`src/rtl/pipeline_stage_buffer.sv`:
```
// pipeline_stage_buffer
//   Parametrised inter-stage pipeline register with a valid/ready handshake,
//   an optional two-entry skid buffer, a synchronous flush and a saturating
//   back-pressure cycle counter. All state updates happen on the falling
//   clock edge, matching the other pipeline registers of the core.
//
// Handshake: a payload moves upstream->buffer when up_valid_in & up_ready_out
//   and buffer->downstream when down_valid_out & down_ready_in, both sampled
//   at the falling clock edge. A presented payload is not retracted until it
//   is taken, and down_payload_out is held stable while stalled.
//
// Ports:
//   clk               stage clock (state updates on negedge)
//   reset             asynchronous, active-high reset
//   flush_in          synchronous flush, drops held and incoming entries
//   up_valid_in       upstream presents a payload
//   up_payload_in     upstream payload
//   up_ready_out      buffer can accept this cycle
//   down_valid_out    down_payload_out is valid
//   down_payload_out  head payload (NOP_PAYLOAD when empty)
//   down_ready_in     downstream accepts the head this cycle
//   occupancy_out     held entries: 0 EMPTY, 1 BUSY, 2 FULL (doubles as FSM state view)
//   stall_cycles_out  saturating count of back-pressured edges
module pipeline_stage_buffer #(
    parameter int                       PAYLOAD_WIDTH   = 128,
    parameter logic [PAYLOAD_WIDTH-1:0] NOP_PAYLOAD     = '0,
    parameter int                       SKID_ENABLE     = 1,
    parameter int                       STALL_CNT_WIDTH = 16
) (
    input  logic                       clk,
    input  logic                       reset,
    input  logic                       flush_in,
    input  logic                       up_valid_in,
    input  logic [PAYLOAD_WIDTH-1:0]   up_payload_in,
    output logic                       up_ready_out,
    output logic                       down_valid_out,
    output logic [PAYLOAD_WIDTH-1:0]   down_payload_out,
    input  logic                       down_ready_in,
    output logic [1:0]                 occupancy_out,
    output logic [STALL_CNT_WIDTH-1:0] stall_cycles_out
);

    typedef enum logic [1:0] {
        ST_EMPTY = 2'd0,
        ST_BUSY  = 2'd1,
        ST_FULL  = 2'd2
    } state_t;

    localparam logic [STALL_CNT_WIDTH-1:0] STALL_MAX = '1;
    localparam logic [STALL_CNT_WIDTH-1:0] STALL_ONE = {{(STALL_CNT_WIDTH-1){1'b0}}, 1'b1};

    state_t                     state;
    logic [PAYLOAD_WIDTH-1:0]   main_q;
    logic [PAYLOAD_WIDTH-1:0]   skid_q;
    logic                       valid_q;
    logic                       ready_q;
    logic [1:0]                 occ_q;
    logic [STALL_CNT_WIDTH-1:0] stall_q;

    logic push;
    logic pop;

    // With the skid buffer, ready is a flop (low only in FULL) so the
    // upstream path does not see down_ready_in combinationally. Without it,
    // a held entry can be replaced in the same cycle it is taken.
    assign up_ready_out = (SKID_ENABLE != 0) ? ready_q : (~valid_q | down_ready_in);

    assign push = up_valid_in & up_ready_out;
    assign pop  = valid_q & down_ready_in;

    assign down_valid_out   = valid_q;
    assign down_payload_out = main_q;
    assign occupancy_out    = occ_q;
    assign stall_cycles_out = stall_q;

    always_ff @(negedge clk or posedge reset) begin
        if (reset) begin
            state   <= ST_EMPTY;
            main_q  <= NOP_PAYLOAD;
            skid_q  <= NOP_PAYLOAD;
            valid_q <= 1'b0;
            ready_q <= 1'b1;
            occ_q   <= 2'd0;
            stall_q <= '0;
        end else begin
            // Back-pressure accounting is independent of flush: a stalled
            // head on the flush edge still counts.
            if (valid_q && !down_ready_in && (stall_q != STALL_MAX)) begin
                stall_q <= stall_q + STALL_ONE;
            end

            if (flush_in) begin
                state   <= ST_EMPTY;
                main_q  <= NOP_PAYLOAD;
                skid_q  <= NOP_PAYLOAD;
                valid_q <= 1'b0;
                ready_q <= 1'b1;
                occ_q   <= 2'd0;
            end else begin
                case (state)
                    ST_EMPTY: begin
                        if (push) begin
                            state   <= ST_BUSY;
                            main_q  <= up_payload_in;
                            valid_q <= 1'b1;
                            ready_q <= 1'b1;
                            occ_q   <= 2'd1;
                        end
                    end

                    ST_BUSY: begin
                        if (push && pop) begin
                            // Zero-bubble streaming: head replaced in place.
                            main_q <= up_payload_in;
                        end else if (push) begin
                            // Only reachable with the skid buffer: without it
                            // ready is low whenever the head is stalled.
                            state   <= ST_FULL;
                            skid_q  <= up_payload_in;
                            ready_q <= 1'b0;
                            occ_q   <= 2'd2;
                        end else if (pop) begin
                            state   <= ST_EMPTY;
                            main_q  <= NOP_PAYLOAD;
                            valid_q <= 1'b0;
                            occ_q   <= 2'd0;
                        end
                    end

                    ST_FULL: begin
                        // ready is low here, so only a pop can happen.
                        if (pop) begin
                            state   <= ST_BUSY;
                            main_q  <= skid_q;
                            skid_q  <= NOP_PAYLOAD;
                            ready_q <= 1'b1;
                            occ_q   <= 2'd1;
                        end
                    end

                    default: begin
                        state   <= ST_EMPTY;
                        main_q  <= NOP_PAYLOAD;
                        skid_q  <= NOP_PAYLOAD;
                        valid_q <= 1'b0;
                        ready_q <= 1'b1;
                        occ_q   <= 2'd0;
                    end
                endcase
            end
        end
    end

endmodule

```
`config.mk`:
```
export PLATFORM = sky130hd
export DESIGN_NAME = pipeline_stage_buffer
export DESIGN_NICKNAME = d
export VERILOG_FILES = /design/src/rtl/pipeline_stage_buffer.sv
export SDC_FILE = /design/constraint.sdc
export NUM_CORES = 1
export LEC_CHECK = 0
export CAP_MARGIN = 0
export CORE_MARGIN = 3
export CORE_UTILIZATION = 40
export CTS_CLUSTER_SIZE = 25
export DETAILED_ROUTE_END_ITERATION = 10
export HOLD_SLACK_MARGIN = 0.06
export PLACE_DENSITY_LB_ADDON = 0.12
export SETUP_SLACK_MARGIN = 0.02
export SLEW_MARGIN = 30
export SYNTH_ARGS = -nofsm -noshare
export SYNTH_HDL_FRONTEND = slang
export SYNTH_SLANG_ARGS = --single-unit
export TNS_END_PERCENT = 1
```
`constraint.sdc`:
```
create_clock -name clk -period 10.1 [get_ports clk]
set_input_delay 1.01 -clock clk [delete_from_list [all_inputs] [get_ports clk]]
set_output_delay 1.01 -clock clk [all_outputs]
set_load 0.02 [all_outputs]
```
; Word-level counts from Yosys, hierarchy flattened
; Cells that the tools add are included.
[word_totals]
wordCells = 61
in_bits = 133
regBits = 276
out_inout_bits = 148
[op_classes]
n_bitwise = 2
reduce_logical = 10
n_eq_ne = 14
mux = 28
addsub = 1
[ops]
columns = operator, count
row1 = 128-bit two-way mux, 8
row2 = 128-bit one-hot mux with 3 select lines, 2
row3 = "3-bit != test, second input constant", 6
row4 = "16-bit by 1-bit adder with 16-bit output, second input constant", 1
row5 = "16-bit != test, second input constant", 1
row6 = 4-bit AND reduction, 4
row7 = 2-bit two-way mux, 6
row8 = "4-bit != test, second input constant", 3
row9 = 1-bit two-way mux, 9
row10 = 1-bit one-hot mux with 3 select lines, 2
row11 = 2-bit one-hot mux with 3 select lines, 1
row12 = 5-bit AND reduction, 1
row13 = "2-bit != test, second input constant", 2
row14 = 1-bit logical AND, 3
row15 = 1-bit AND, 2
row16 = "2-bit by 1-bit equality test with 1-bit output, second input constant", 1
row17 = "2-bit equality test, second input constant", 1
row18 = 2-bit zero test, 1
row19 = 1-bit zero test, 1

; Logic depth before layout (Yosys ltp)
; Gate-level depths: netlist of the first run.
[logic_depth]
word_depth = 6
depth_mapped = 8
depth_no_buf = 5

==> flow_summary.rst, run 1 <==
.. list-table::
   :header-rows: 1

   * - Metric
     - Value
   * - Source of the critical timing path
     - occupancy_out[0]
   * - Worst-margin pin slew
     - 915 ps
   * - Reg2reg setup slack
     - between 7000 and 8000 ps
   * - Vias per Instance
     - around 5.3
   * - Worst-path clk slew
     - ~40 ps
   * - Hold WC Path Type
     - register to register
   * - Worst path cell trace
     - clkdlybuf4s50_1
   * - NumNets Final
     - 1,473
   * - Cell area after placement
     - 15,400 µm²
   * - Total number of placement rows
     - 63
   * - Width of the chip
     - between 150 and 200 µm
   * - Number of cells on the critical path
     - 1
   * - Die height
     - 181 µm
   * - Total standard cell area after synthesis
     - between 10,000 and 15,000 µm²
   * - Biggest fanout along the worst timing path
     - 11
   * - Number of sinks handled by clock tree synthesis
     - approximately 280
   * - Area grow syn2layout
     - 34.5%
   * - Number of cells on the worst reg-to-reg path
     - 6
   * - Fraction of final layout cells with drive strength greater than 1
     - slightly below 6%
   * - Number of storage elements in the synthesis netlist
     - 276
   * - Data required time at the worst endpoint
     - ~9100 ps
   * - Relative slew slack
     - between 30% and 40%
   * - Maximum clock insertion buffer count
     - 3
   * - Post-CTS Setup Inserts
     - 0
   * - HPWL after DPL
     - between 20,000 and 25,000 µm
   * - Cell type of the slowest stage on the worst timing path
     - sky130_fd_sc_hd__clkdlybuf4s50_1
   * - Setup CP Type
     - register to output pin
   * - Crit path to
     - occupancy_out[0]
   * - Crit. End Element
     - output pin
   * - Setup TNS
     - 0 ps
   * - Worst flop-to-flop path endpoint
     - down_payload_out[120]
   * - Number of search-and-repair iterations in the first detailed-routing pass
     - 5
   * - CP Buf/Inv Count
     - 1
   * - Initial standard-cell utilization of the core
     - 40.9%
   * - DRC violation count after routing
     - 0
   * - Filler cell count in the final layout
     - ~2,600
   * - Finished Core Util
     - between 50 and 60%
   * - Syn_area_per_cell
     - around 11 µm²
   * - Number of cells produced by synthesis
     - between 1,000 and 1,500
   * - Fraction of the yosys area taken by sequential cells
     - 56.5%
   * - Total global-route track usage
     - approximately a fifth
   * - Antenna-violating nets left
     - 0
   * - Total length of routed wires
     - about 34,000 µm
   * - Top Family by Delay on Critical Path
     - buffers and inverters
   * - H-tree Lvls
     - 1
   * - Clock Skew
     - between 40 and 50 ps
   * - IO Pins
     - 281
   * - Area of the multi-input gates
     - around 4500 µm²
   * - First-pass GRT wire length
     - ~55,000 µm
   * - Drt initial violations
     - a little over 600
   * - Total of warnings raised by yosys
     - 0
   * - Clock tree from TritonCTS
     - yes
   * - Post-cts sizing count
     - 0
   * - Per-cell routed wire length
     - roughly 19 µm
   * - Number of antenna violations at the first check in global routing
     - 1
   * - Total of endpoints with negative setup slack in the final report
     - 0
   * - Mapped Nets
     - ~1,200
   * - Gr ovfl total
     - 0
   * - Clk root buf
     - sky130_fd_sc_hd__clkbuf_16
   * - Final max-slew violation count
     - 0
   * - Total CTS buffers
     - 30
   * - DIE AREA
     - 32,700 µm²
   * - Hold Fails Final Rpt
     - 0
   * - Buffers added on ports
     - between 200 and 300
   * - Layout Cell Area excl Fill
     - around 16,000 µm²
   * - CORE AREA
     - between 20,000 and 30,000 µm²
   * - Result of the run
     - completed
   * - Arrival time at the worst endpoint
     - ~7000 ps
   * - Vias after detailed routing
     - 9,339
   * - Max-capacitance violation count
     - 0
   * - Power per cell area
     - 190 nW/µm²
   * - Clock Latency Late Sink
     - 580 ps
   * - Nature of the critical path startpoint
     - register
   * - Via count of the first global-routing pass
     - ~9,400
   * - Maximum number of pins on one net before global-route repair
     - 129
   * - Number of hold buffers added after CTS
     - 0
   * - Number of different library cells in the post-synthesis netlist
     - 39
   * - Storage element area
     - slightly below 7000 µm²
   * - Global placer's final weighted congestion
     - ~0.77
   * - Leakage
     - between 0.007 and 0.008 µW
   * - Longest individual stage delay on the worst path
     - about 740 ps
   * - Setup repair after global routing missed its margin
     - no
   * - Peak ir drop on the vdd network
     - approximately 0.00011 V
   * - Worst reg2reg path startpoint
     - occupancy_out[1]
[power breakdown]
part | total, µW | switching (µW) | internal [µW]
sequential | 1300 | 80.3 | 1220
clock | 1150 | 458 | 691
combinational | 681 | 383 | 297
[worst min path at each step]
stage                     startpoint                     to  slack, ps  cells after the start
3_3_place_gp    down_payload_out[40]   down_payload_out[40]        430                      1
3_5_place_dp    down_payload_out[56]   down_payload_out[56]        430                      1
5_1_grt        down_payload_out[102]  down_payload_out[102]        450                      1
6_report       down_payload_out[127]  down_payload_out[127]        430                      1
4_1_cts        down_payload_out[117]  down_payload_out[117]        440                      1
2_1_floorplan             skid_q[30]             skid_q[30]        460                      2
[worst register-to-register path: stages, from the launching register on]
cell and delay, ps:
sky130_fd_sc_hd__dfrtn_1 610, sky130_fd_sc_hd__nor2b_4 230, sky130_fd_sc_hd__buf_4 540, sky130_fd_sc_hd__o21ai_1 190
sky130_fd_sc_hd__a21oi_4 160, sky130_fd_sc_hd__buf_4 680, sky130_fd_sc_hd__o2bb2ai_1 290
[layout make-up]
cell class	count	share of cell area [%]
clock inverters	16	1.21
flip-flops and latches	276	42.0
clock buffers	38	5.12
diodes	1	0.0152
multi-input cells	602	27.2
repair buffers	296	18.5
well taps	390	2.97
inverters	132	3.04
[flip-flops by register name (all words and copies together), names as in the netlist]
signal / cells
down_payload_out: 128
down_valid_out: 1
occupancy_out: 2
skid_q: 128
stall_cycles_out: 16
up_ready_out: 1
[cells in the final DEF, fill, tap and decap left out, drive strengths merged, types with 11 or more instances in the layout]
master and n:
xnor2 11, buf 16, clkbuf 38, clkdlybuf4s50 280
a22oi 128, o2bb2ai 128, dfrtn 275, nand2 140
mux2i 129, inv 132
[Yosys cell counts (all sizes together)]
master   number  area [µm²]
o21bai        3        22.5
a22oi       128         961
nor3          3        15.0
o2bb2ai     128        1120
mux2          2        26.3
o22ai         1        6.26
nor4          1        6.26
nand2b        3        18.8
nand3b        1        7.51
nand4b        1        8.76
a31oi         2        12.5
a21oi         9        45.0
nor2          9        33.8
xnor2        11        96.3
buf          68         335
nand2       140         526
nand3         9        45.0
and4          2        17.5
and2          2        15.0
or4           1        11.3
dfrtn       275        6880
o21ai         1        5.00
a21o          1        7.51
and3          1        6.26
clkbuf       19        71.3
dfstp         1        26.3
a32oi         1        8.76
ha            1        12.5
a211oi        1        7.51
nor2b         4        25.0
mux2i       129        1290
inv         133         499
xor2          1        8.76
nand4         6        43.8
[cell families (layout without fill, tap and decap cells)]
family,count (synthesis),count (layout),share of synthesized area (%)
adder cells (fa/ha/maj),1,1,0.102
buffers and inverters,220,482,7.41
multiplexers,131,131,10.8
AO/OA/AOI/OAI,275,275,18.0
XOR/XNOR,12,12,0.860
AND/OR/NAND/NOR,183,183,6.38
flip-flops,276,276,56.5
other,0,1,0
[metrics by stage]
| step | cells | setup WS (ps) | hold WS [ps] | total power (µW) |
|---|---|---|---|---|
| finish | 1751 | 2090 | 433 | 3130 |
| global route | 1751 | 2030 | 451 | 3270 |
| CTS | 1749 | 2070 | 438 | 3170 |
| detailed placement | 1696 | 1710 | 433 | 2000 |
| global placement | 1696 | 1730 | 430 | 2000 |
| floorplan | 1098 | 543 | 459 | 1690 |
[per-layer routing]
layer | up-vias | global-route usage (%) | share of wire, %
li1 | 4323 | - | -
met1 | 4709 | 30.0 | 47
met2 | 263 | 30.2 | 45
met3 | 44 | 4.53 | 6.0
met4 | 0 | 4.33 | 2.0
met5 | - | 0 | 0
Note: power is estimated with default switching activity, not from simulation.
==> run 2: changes to the inputs <==
- clock period: 10.1 -> 6.5 ns (I/O delays scaled with it)
==> run 2 against run 1 <==
Effect of this change:
- flip-flop and latch count is the same
- global-route usage rose by 0.13 points
- via count fell by 0.25%
- clock power grew 58%
- critical path type unchanged
- critical endpoint unchanged
==> flow_summary.rst, run 2 (same netlist as run 1, synthesis figures left out) <==
.. list-table::
   :header-rows: 1

   * - Metric
     - Value
   * - Antenna-violating nets left
     - 0 (unchanged)
   * - Clock Latency Late Sink
     - 580 ps (about the same)
   * - Crit. End Element
     - output pin
   * - CP Buf/Inv Count
     - 1 (unchanged)
   * - Final max-slew violation count
     - 0 (unchanged)
   * - Relative slew slack
     - 44.1% (+5.1 points)
   * - DRC violation count after routing
     - 0 (unchanged)
   * - DIE AREA
     - 32,700 µm² (unchanged)
   * - Top Family by Delay on Critical Path
     - buffers and inverters
   * - Biggest fanout along the worst timing path
     - 11 (unchanged)
   * - Nature of the critical path startpoint
     - register
   * - Number of hold buffers added after CTS
     - 0 (unchanged)
   * - Area grow syn2layout
     - 35.1%
   * - Worst-margin pin slew
     - 838 ps (-76.4 ps)
   * - Maximum clock insertion buffer count
     - 3 (unchanged)
   * - Per-cell routed wire length
     - 19.2 µm (-1.3%)
   * - Longest individual stage delay on the worst path
     - 720 ps (-20 ps)
   * - Total length of routed wires
     - 33,800 µm (-0.91%)
   * - NumNets Final
     - 1,477 (+0.27%)
   * - Vias after detailed routing
     - 9,316 (-0.25%)
   * - Number of search-and-repair iterations in the first detailed-routing pass
     - 5 (unchanged)
   * - Total CTS buffers
     - 31 (+3.3%)
   * - Number of antenna violations at the first check in global routing
     - 1 (unchanged)
   * - Leading cell types in the layout, fill and taps excluded
     - sky130_fd_sc_hd__clkdlybuf4s50_1, sky130_fd_sc_hd__dfrtn_1, sky130_fd_sc_hd__nand2_1, sky130_fd_sc_hd__inv_1, sky130_fd_sc_hd__mux2i_1
   * - Leakage
     - 0.00727 µW (+0.76%)
   * - Antenna diodes
     - 0 (-1)
   * - Peak ir drop on the vdd network
     - 0.000194 V (+71%)
   * - Drt initial violations
     - 612 (-0.33%)
   * - H-tree Lvls
     - 1 (unchanged)
   * - Fraction of final layout cells with drive strength greater than 1
     - 6.22% (+0.41 points)
   * - Most common cell after layout, fill and taps aside
     - sky130_fd_sc_hd__clkdlybuf4s50_1
   * - Cell area after placement
     - 15,400 µm² (+0.36%)
   * - Gr ovfl total
     - 0 (unchanged)
   * - Post-CTS Setup Inserts
     - 0 (unchanged)
   * - Clock tree from TritonCTS
     - yes
   * - Via count of the first global-routing pass
     - 9,642 (+2.8%)
   * - Global placer's final weighted congestion
     - 0.811 (+4.6%)
   * - Post-cts sizing count
     - 0 (unchanged)
   * - Cell type of the slowest stage on the worst timing path
     - sky130_fd_sc_hd__clkdlybuf4s50_1
   * - CORE AREA
     - 29,900 µm² (unchanged)
   * - Maximum number of pins on one net before global-route repair
     - 92 (-29%)
   * - Initial standard-cell utilization of the core
     - 40.9% (unchanged)
   * - Total global-route track usage
     - 20.3% (+0.13 points)
   * - Setup CP Type
     - register to output pin
   * - Hold WC Path Type
     - register to register
   * - Setup repair after global routing missed its margin
     - no
   * - Arrival time at the worst endpoint
     - 5170 ps (-1830 ps)
   * - Finished Core Util
     - 55.3% (+0.26 points)
   * - IO Pins
     - 281 (unchanged)
   * - Result of the run
     - completed
   * - Total number of placement rows
     - 63 (unchanged)
   * - Layout Cell Area excl Fill
     - 16,500 µm² (+0.46%)
   * - Setup TNS
     - 0 ps (unchanged)
   * - Max-capacitance violation count
     - 0 (unchanged)
   * - HPWL after DPL
     - 20,600 µm (+2.0%)
   * - Data required time at the worst endpoint
     - 5850 ps (-3240 ps)
   * - Worst path cell trace
     - clkdlybuf4s50_1
   * - Vias per Instance
     - 5.30 (-0.59%)
   * - Die height
     - 181 µm (unchanged)
   * - Number of sinks handled by clock tree synthesis
     - 276 (unchanged)
   * - Hold Fails Final Rpt
     - 0 (unchanged)
   * - Buffers added on ports
     - 280 (unchanged)
   * - Clk root buf
     - sky130_fd_sc_hd__clkbuf_16
   * - Clock Skew
     - 49.0 ps (+1.17 ps)
   * - Power per cell area
     - 297 nW/µm² (+56%)
   * - Worst-path clk slew
     - 40 ps (about the same)
   * - Total of endpoints with negative setup slack in the final report
     - 0 (unchanged)
   * - First-pass GRT wire length
     - 54,900 µm (+0.57%)
   * - Width of the chip
     - 181 µm (unchanged)
run 2: path summary, 6_finish.rpt:
kind,start,endpoint,slack [ps],cells after the start
worst max-delay path,occupancy_out[0],occupancy_out[0],680,1
worst min-delay path,down_payload_out[76],down_payload_out[76],430,1
worst max register to register,occupancy_out[1],down_payload_out[121],3920,6
worst min register to register,down_payload_out[76],down_payload_out[76],430,1
max in group asynchronous,reset,down_payload_out[68],1910,3
min in group asynchronous,reset,skid_q[39],3580,2
run 2: through the flow:
step / total power, µW / instances / hold slack, ps / worst slack [ps]
finish: 4910 / 1757 / 431 / 677
global route: 5130 / 1757 / 447 / 627
global placement: 3120 / 1700 / 430 / 678
detailed placement: 3130 / 1700 / 433 / 633
CTS: 4970 / 1757 / 437 / 653
floorplan: 2620 / 1098 / 459 / -897
run 2: final cells by class:
class	count	area, µm²
tap	390	488
timing repair buffer	299	3070
multi-input combinational	602	4470
sequential	276	6910
clock buffer	41	926
clock inverter	17	163
fill	2599	13400
inverter	132	499
run 2: power by group:
group,total (µW),internal [µW],switching [µW]
clock,1820,1110,705
sequential,2020,1900,122
combinational,1070,469,602
total,4910,3480,1430
run 2: metal layers:
layer	GRT usage [%]	wire length (µm)	part of all wire, %	up-vias
met5	0	13	0.038	-
met4	4.42	709	2.1	2
met3	5.50	2470	7.3	44
met2	31.1	15300	45	277
met1	28.9	15300	45	4660
li1	-	-	-	4333
